--- config.mk ---
export PLATFORM = sky130hd
export DESIGN_NAME = branch_prediction_unit
export DESIGN_NICKNAME = d
export VERILOG_FILES = /design/src/rtl/branch_prediction_unit.sv
export SDC_FILE = /design/constraint.sdc
export NUM_CORES = 2
export LEC_CHECK = 0
export BUFFER_PORTS_ARGS = -buffer_cell sky130_fd_sc_hd__buf_2
export CORE_MARGIN = 5
export CORE_UTILIZATION = 60
export CTS_CLUSTER_SIZE = 25
export DETAILED_ROUTE_END_ITERATION = 7
export PLACE_DENSITY = 0.78
export SYNTH_ARGS = -nofsm -noshare
export SYNTH_HDL_FRONTEND = slang
export SYNTH_SLANG_ARGS = --single-unit
--- constraint.sdc ---
create_clock -name clk_i -period 4.3 [get_ports clk_i]
set_input_delay 0.215 -clock clk_i [delete_from_list [all_inputs] [get_ports clk_i]]
set_output_delay 0.215 -clock clk_i [all_outputs]
set_load 0.03 [all_outputs]
--- src/rtl/branch_prediction_unit.sv ---
// Gshare direction predictor with a tagged direct-mapped BTB and a speculative GHR
// that is repaired from EX on mispredict. Optional perf counters: BPU_PERF_CNT_EN.
module branch_prediction_unit #(
  parameter int PC_W      = 32,
  parameter int BTB_DEPTH = 64,
  parameter int TAG_W     = 8,
  parameter int GHR_W     = 8
) (
  input  logic             clk_i,
  input  logic             reset_ni,
  input  logic             stall_fi_i,
  input  logic             stall_ex_i,
  input  logic             flush_ex_i,
  input  logic [PC_W-1:0]  pc_fi_i,
  input  logic [PC_W-1:0]  pc_ex_i,
  input  logic [PC_W-1:0]  pc_target_ex_i,
  input  logic [1:0]       branch_op_ex_i,
  input  logic             pc_src_res_ex_i,
  input  logic             pc_src_pred_ex_i,
  input  logic             target_match_ex_i,
  input  logic [GHR_W-1:0] ghr_ex_i,
  output logic             pc_src_pred_fi_o,
  output logic [PC_W-1:0]  pred_pc_target_fi_o,
  output logic [GHR_W-1:0] ghr_fi_o,
  output logic             mispredict_ex_o,
  output logic [31:0]      br_cnt_o,
  output logic [31:0]      mispred_cnt_o
);
  localparam int BIDX_W = $clog2(BTB_DEPTH);
  localparam int PHT_N  = 1 << GHR_W;
  localparam int TAG_LO = BIDX_W + 2;
  localparam int TAG_HI = BIDX_W + TAG_W + 1;

  logic [BTB_DEPTH-1:0] btb_valid_q, btb_valid_d;
  logic [BTB_DEPTH-1:0] btb_cond_q, btb_cond_d;
  logic [TAG_W-1:0]     btb_tag_q [BTB_DEPTH];
  logic [TAG_W-1:0]     btb_tag_d [BTB_DEPTH];
  logic [PC_W-1:0]      btb_tgt_q [BTB_DEPTH];
  logic [PC_W-1:0]      btb_tgt_d [BTB_DEPTH];
  logic [1:0]           pht_q [PHT_N];
  logic [1:0]           pht_d [PHT_N];
  logic [GHR_W-1:0]     ghr_q, ghr_d;

  logic [BIDX_W-1:0] bidx_fi, bidx_ex;
  logic [TAG_W-1:0]  tag_fi, tag_ex;
  logic [GHR_W-1:0]  pidx_fi, pidx_ex;
  logic              hit_fi, cond_fi, upd, is_cond_op;

  assign bidx_fi = pc_fi_i[BIDX_W+1:2];
  assign tag_fi  = pc_fi_i[TAG_HI:TAG_LO];
  assign pidx_fi = pc_fi_i[GHR_W+1:2] ^ ghr_q;
  assign bidx_ex = pc_ex_i[BIDX_W+1:2];
  assign tag_ex  = pc_ex_i[TAG_HI:TAG_LO];
  assign pidx_ex = pc_ex_i[GHR_W+1:2] ^ ghr_ex_i;

  // Fetch lookup reads only registered state, so an EX write this cycle is not seen.
  assign hit_fi              = btb_valid_q[bidx_fi] && (btb_tag_q[bidx_fi] == tag_fi);
  assign cond_fi             = btb_cond_q[bidx_fi];
  assign pc_src_pred_fi_o    = hit_fi & (~cond_fi | pht_q[pidx_fi][1]);
  assign pred_pc_target_fi_o = hit_fi ? btb_tgt_q[bidx_fi] : '0;
  assign ghr_fi_o            = ghr_q;

  assign is_cond_op      = (branch_op_ex_i == 2'b01);
  assign upd             = (branch_op_ex_i != 2'b00) & ~stall_ex_i & ~flush_ex_i;
  assign mispredict_ex_o = upd & ((pc_src_res_ex_i != pc_src_pred_ex_i) |
                                  (pc_src_res_ex_i & ~target_match_ex_i));

  always_comb begin
    btb_valid_d = btb_valid_q;
    btb_cond_d  = btb_cond_q;
    btb_tag_d   = btb_tag_q;
    btb_tgt_d   = btb_tgt_q;
    pht_d       = pht_q;
    ghr_d       = ghr_q;
    if (upd && is_cond_op) begin
      if (pc_src_res_ex_i) begin
        if (pht_q[pidx_ex] != 2'b11) pht_d[pidx_ex] = pht_q[pidx_ex] + 2'd1;
      end else begin
        if (pht_q[pidx_ex] != 2'b00) pht_d[pidx_ex] = pht_q[pidx_ex] - 2'd1;
      end
    end
    if (upd && pc_src_res_ex_i) begin
      btb_valid_d[bidx_ex] = 1'b1;
      btb_cond_d[bidx_ex]  = is_cond_op;
      btb_tag_d[bidx_ex]   = tag_ex;
      btb_tgt_d[bidx_ex]   = pc_target_ex_i;
    end
    // Repair from the EX snapshot takes priority over the speculative shift.
    if (mispredict_ex_o) begin
      ghr_d = is_cond_op ? {ghr_ex_i[GHR_W-2:0], pc_src_res_ex_i} : ghr_ex_i;
    end else if (hit_fi && cond_fi && !stall_fi_i) begin
      ghr_d = {ghr_q[GHR_W-2:0], pc_src_pred_fi_o};
    end
  end

  always_ff @(posedge clk_i or negedge reset_ni) begin
    if (!reset_ni) begin
      btb_valid_q <= '0;
      btb_cond_q  <= '0;
      ghr_q       <= '0;
      for (int i = 0; i < BTB_DEPTH; i++) begin
        btb_tag_q[i] <= '0;
        btb_tgt_q[i] <= '0;
      end
      for (int i = 0; i < PHT_N; i++) pht_q[i] <= 2'b01;
    end else begin
      btb_valid_q <= btb_valid_d;
      btb_cond_q  <= btb_cond_d;
      btb_tag_q   <= btb_tag_d;
      btb_tgt_q   <= btb_tgt_d;
      pht_q       <= pht_d;
      ghr_q       <= ghr_d;
    end
  end

`ifdef BPU_PERF_CNT_EN
  logic [31:0] br_cnt_q, br_cnt_d, mispred_cnt_q, mispred_cnt_d;

  always_comb begin
    br_cnt_d      = br_cnt_q;
    mispred_cnt_d = mispred_cnt_q;
    if (upd && br_cnt_q != 32'hFFFF_FFFF) br_cnt_d = br_cnt_q + 32'd1;
    if (mispredict_ex_o && mispred_cnt_q != 32'hFFFF_FFFF) mispred_cnt_d = mispred_cnt_q + 32'd1;
  end

  always_ff @(posedge clk_i or negedge reset_ni) begin
    if (!reset_ni) begin
      br_cnt_q      <= '0;
      mispred_cnt_q <= '0;
    end else begin
      br_cnt_q      <= br_cnt_d;
      mispred_cnt_q <= mispred_cnt_d;
    end
  end

  assign br_cnt_o      = br_cnt_q;
  assign mispred_cnt_o = mispred_cnt_q;
`else
  assign br_cnt_o      = '0;
  assign mispred_cnt_o = '0;
`endif

  // PC bits outside the index/tag fields do not take part in prediction.
  logic unused_pc_bits;
  assign unused_pc_bits = ^{pc_fi_i[PC_W-1:TAG_HI+1], pc_fi_i[1:0],
                            pc_ex_i[PC_W-1:TAG_HI+1], pc_ex_i[1:0]};
endmodule

# Yosys cells after proc, flatten, opt, wreduce, memory -nomap -nowiden
# Cells that the tools add are included.
[classes]
div = 0
n_lt_le_gt_ge = 9
add_sub_neg = 2
mul = 0
muxes = 36
reduce_logical = 14
bitwise_logic = 18
n_eq_ne = 5
shift = 0
[op_table]
columns = ["op", "n"]
rows = [
  ["$bwmux W2048", 1],
  ["$bwmux W512", 3],
  ["$mux W512", 3],
  ["$bmux W32 S6", 1],
  ["$demux W32 S6", 1],
  ["$mux W32", 4],
  ["$bwmux W64", 1],
  ["$or A64 B64 Y64", 1],
  ["$bmux W8 S6", 1],
  ["$demux W8 S6", 1],
  ["$mux W8", 6],
  ["$bmux W2 S8", 2],
  ["$ge A9 B9 Y1 const B", 2],
  ["$not A8 Y9", 2],
  ["$demux W2 S8", 1],
  ["$xor A8 B8 Y8", 2],
  ["$ge A7 B7 Y1 const B", 2],
  ["$lt A6 B7 Y1 const B", 2],
  ["$not A6 Y7", 2],
  ["$bmux W1 S6", 2],
  ["$mux W2", 5],
  ["$lt A9 B1 Y1 const B", 1],
  ["$eq A8 B8 Y1", 1],
  ["$logic_and A1 B1 Y1", 8],
  ["other kinds (16)", 29],
]
[totals]
latch_bits = 0
mem_bits_ro = 0
memories = 0
word_cells = 471
ff_bits = 3208
out_inout_bits = 106
ram_bits = 0

# Longest topological paths before layout
[depth]
ltp_word = 10
ltp_mapped = 23
depth_no_buf = 18

# Worst setup path before layout
# No wires, ideal clock.
[synth_timing]
path_kind = "input to register"
start = "in pc_ex_i[2]"
end = "reg (tool-made name)"
required_time_ns = 4.218
stages = 21
setup_slack_ns = -0.151
setup_time_ns = 0.082
t_arrival_ns = 4.369
path_cell_list = "buf_2 -> xor2_4 -> buf_4 -> mux4_2 -> mux4_2 -> nand2_1 -> nand3_1 -> a21oi_1 -> or2_1 -> buf_2 -> nor2_4 -> buf_4 -> ha_1 -> mux2i_1 -> nand2_1 -> nor2_1 -> nand2_1 -> nor2_1 -> clkbuf_1 -> nand2_1 -> mux2_2"
[synth_lines]
columns = ["item", "line", "text"]
rows = [
  ["start: declaration", "15", "input logic [PC_W-1:0] pc_ex_i,"],
]

# Final worst setup path
[layout_timing]
start = "reg btb_tag_q[68] (netlist bit)"
end = "out pred_pc_target_fi_o[1]"
[layout_via]
elab_chain_len = 6
[layout_rtl]
columns = ["item", "line", "text"]
rows = [
  ["start: declaration", "36", "logic [TAG_W-1:0] btb_tag_q [BTB_DEPTH];"],
  ["start signal: assignment", "109", "btb_tag_q <= btb_tag_d;"],
  ["$bmux W8 S6", "57", "assign hit_fi = btb_valid_q[bidx_fi] && (btb_tag_q[bidx_fi] == tag_fi);"],
  ["$mux W8 (implied by the code) (2 in series)", "57", ""],
  ["$eq A8 B8 Y1", "57", ""],
  ["$logic_and A1 B1 Y1", "57", ""],
  ["$mux W32", "60", "assign pred_pc_target_fi_o = hit_fi ? btb_tgt_q[bidx_fi] : '0;"],
  ["end: declaration", "23", "output logic [PC_W-1:0] pred_pc_target_fi_o,"],
]
# Every way passes these cells. The select of a mux whose other input is x is not followed.

==> metrics.md <==
| Metric | Value |
|---|---|
| WS Path Type | flop to output pin |
| Hold Path Class | input pin to flop |
| WL final | 429 mm |
| Setup ws final | -38.4 ps |
| Largest net degree at the start of global routing | 189 |
| Worst slew pin tran | 1240 ps |
| Vias/cell | 6.86 |
| DR vias | 93000 |
| Port Buffers | 119 |
| 1st-iter DRT viols | 10000 |
| RSZ-0062 raised after global routing | true |
| Power Dens Cells | 410 nW/um2 |
| Hold Violations, Final | 0 |
| Cell count after synthesis | 10000 |
| Startpoint Class | flop |
| Final nets | 10100 |
| Initial Utilization | 60.2% |
| Utilization after layout | 67.8% |
| Yosys warns | 0 |
| FFs w/ async S/R, synth | 100% |
| Clock buffer depth | 4 |
| Clock Sink Count | 3208 |
| Fin crit period | 4340 ps |
| Final worst-path cycle share | 101% |
| Cell Area, Synth | 149000 um2 |
| Worst Path Max Fanout | 13 |
| Cell variety after synth | 76 |
| Clock skew | 70.7 ps |
| I/O Pins | 220 |
| GRT Total Usage | 33.4% |
| Status | finished, violations left |
| Placed Cells | 12900 |
| Final TNS setup | -202 ps |
| Die area | 259000 um2 |
| Wire length per cell | 31.7 um |
| Num rows | 183 |
| Post-synth EDFFs | 0 |
| Final Non-Filler Cells | 13500 |
| CTS tree | yes |
| Worst-skew pair later-pin latency | 970 ps |
| CTS clock-pin slew for the worst setup and hold paths | 60 ps |
| CP Data Arrival Time | 4120 ps |
| GPL Wtd Cong | 0.903 |
| Root buf cell | clkbuf_16 |
| Core ar. | 248000 um2 |
| Share of the synthesized area in the top cell type | 49.4% |
| Horiz. Die Dim | 509 um |
| Lkg Pwr | 78.3 nW |
| Area Overhead vs Synth | 12.6% |
| Residual DRC | 0 |
| Worst VDD drop | 481 uV |
| Final Max Slew Viols | 0 |
| HPWL Detailed | 251 mm |
| Sequential fraction of the synthesis area | 53.9% |
| Ys flop type | dfrtp_1 |
| #FFs+latches synth | 3208 |
| Area leader, netlist | dfrtp_1 |
| H-Tree Depth | 5 |
| Final ANT Viol Nets | 0 |
| Vias in the first global route | 97600 |
| Fraction of layout cells with a size suffix above 1 | 51.6% |
| Antenna violations before repair | 28 |
| CP endpoint kind | output pin |
| Drt first pass iters | 6 |
| Failing checks | setup timing |
| Die Y | 509 um |
| FMAX | 230 MHz |
| Max-cap viol count | 0 |
| Total global routing overflow | 0 |
| Top cells by area, synth | dfrtp_1 (49%), mux2_2 (20%), mux4_2 (15%), dfstp_2 (4.5%), clkbuf_1 (1.9%) |
| First-pass GRT wire length | 646 mm |
| Syn Area/Cell | 14.9 um2 |
| CTS buffer count | 344 |
| Worst Path Required | 4090 ps |
| Design Power | 69.0 mW |
| Final setup fails | 10 |
| Max-slew headroom | 17.0% |
## synth_stat cells, drive strengths merged, types with 43 or more instances
cell / number
dfrtp: 2952
mux2: 2635
mux4: 990
clkbuf: 774
nand2: 360
buf: 341
o21ai: 300
dfstp: 256
a21oi: 250
a31oi: 238
o31ai: 195
nor2: 140
mux2i: 121
a22oi: 58
nand3: 44
or2: 43
## worst max-delay path, cell delays in order (launching register included)
cell      delay (ps)
dfrtp_1          370
mux4_2           490
a32oi_2          320
nand4_1          270
a22oi_2          260
xor2_1           190
and4b_2          330
nand2_4           80
buf_12           190
a311oi_4         400
buf_6            210
## routing by layer
metal,vias up,part of all wire [%],global-route usage (%)
met1,50000,39,46.2
li1,37300,-,-
met5,-,0.0026,0
met3,1161,9.2,7.44
met4,2,5.0,14.7
met2,4494,47,51.7
## cell usage in the layout, fill, tap and decap left out, types with 14 or more instances in the layout
master	netlist	layout
bufinv_16	0	26
nand2b_1	30	30
nand4_1	26	26
buf_2	112	81
dfstp_2	256	256
nand2_1	359	333
buf_4	111	359
a31oi_1	238	238
mux2i_1	121	116
xnor2_1	19	14
o31ai_1	195	195
clkinv_2	0	46
clkbuf_8	0	95
mux4_2	990	990
nor2_2	1	28
mux2_2	2635	2635
o21ai_0	293	292
or2_2	42	42
clkbuf_16	0	351
nand2_4	0	25
dlygate4sd3_1	0	34
a211oi_1	18	16
clkbuf_1	774	70
and3_1	29	15
nor2_4	1	44
nor2_1	138	68
a21oi_1	250	247
dfrtp_1	2952	2949
conb_1	1	64
buf_6	27	28
nand3_1	44	44
buf_12	0	139
a22oi_1	58	53
## per-stage QoR
stage / setup WS (ps) / instance area (um2) / hold WS (ps)
after global placement: -489 / 156000 / 151
final: -38.4 / 168000 / 75.2
after CTS: -96.9 / 168000 / 0.0819
after global routing: -157 / 168000 / 65.7
after detailed placement: -454 / 156000 / 153
after floorplan: -19.1 / 150000 / -80.6
## power by group
group | switching (mW) | internal, mW
Sequential | 0.599 | 31.3
Clock | 12.1 | 18.0
Combinational | 4.09 | 2.92
## flip-flops by register name, indices dropped and copies added, names as in the netlist, named ones only
name and cells:
btb_cond_q 64, btb_tag_q 512, btb_tgt_q 2048, btb_valid_q 64, ghr_fi_o 8, pht_q 256
## path summary, 6_finish.rpt
| kind | startpoint | endpoint | slack, ps | depth (start not counted) |
|---|---|---|---|---|
| max in group asynchronous | reset_ni | btb_tgt_q[1048] | 2500 | 5 |
| worst min register to register | btb_valid_q[34] | btb_valid_q[34] | 460 | 1 |
| worst min-delay path | pc_fi_i[8] | ghr_fi_o[0] | 80 | 6 |
| worst max-delay path | btb_tag_q[68] | pred_pc_target_fi_o[1] | -40 | 10 |
| worst max register to register | pht_q[391] | flop | 320 | 16 |
| min in group asynchronous | reset_ni | pht_q[407] | 580 | 4 |
## timing repair
action                                  4_1_cts  5_1_grt
pin swaps                                    13       17
endpoints found under the hold margin       906        0
endpoints found under the setup margin       33      233
hold buffers                                 35        0
gates resized for setup                      88       80
setup buffers                                13        5
cloned                                        2        3
## area by class of cell
class	instances	area [um2]
multi-input combinational	5730	65300
clock buffer	513	10300
fill	16100	80000
timing repair buffer	654	6780
sequential	3208	80600
antenna	12	30.0
inverter	13	58.8
tap	3330	4170
clock inverter	89	1170
## kinds of logic after synthesis
family / after synthesis / share of synthesized area [%]
AO/OA/AOI/OAI: 1135 / 4.63
XOR/XNOR: 36 / 0.239
adder cells (fa/ha/maj): 2 / 0.0167
buffers and inverters: 1128 / 3.35
flip-flops: 3208 / 53.9
multiplexers: 3746 / 35.6
other: 1 / 0.00251
AND/OR/NAND/NOR: 747 / 2.28
No activity file was read; power rests on OpenSTA's default activity.
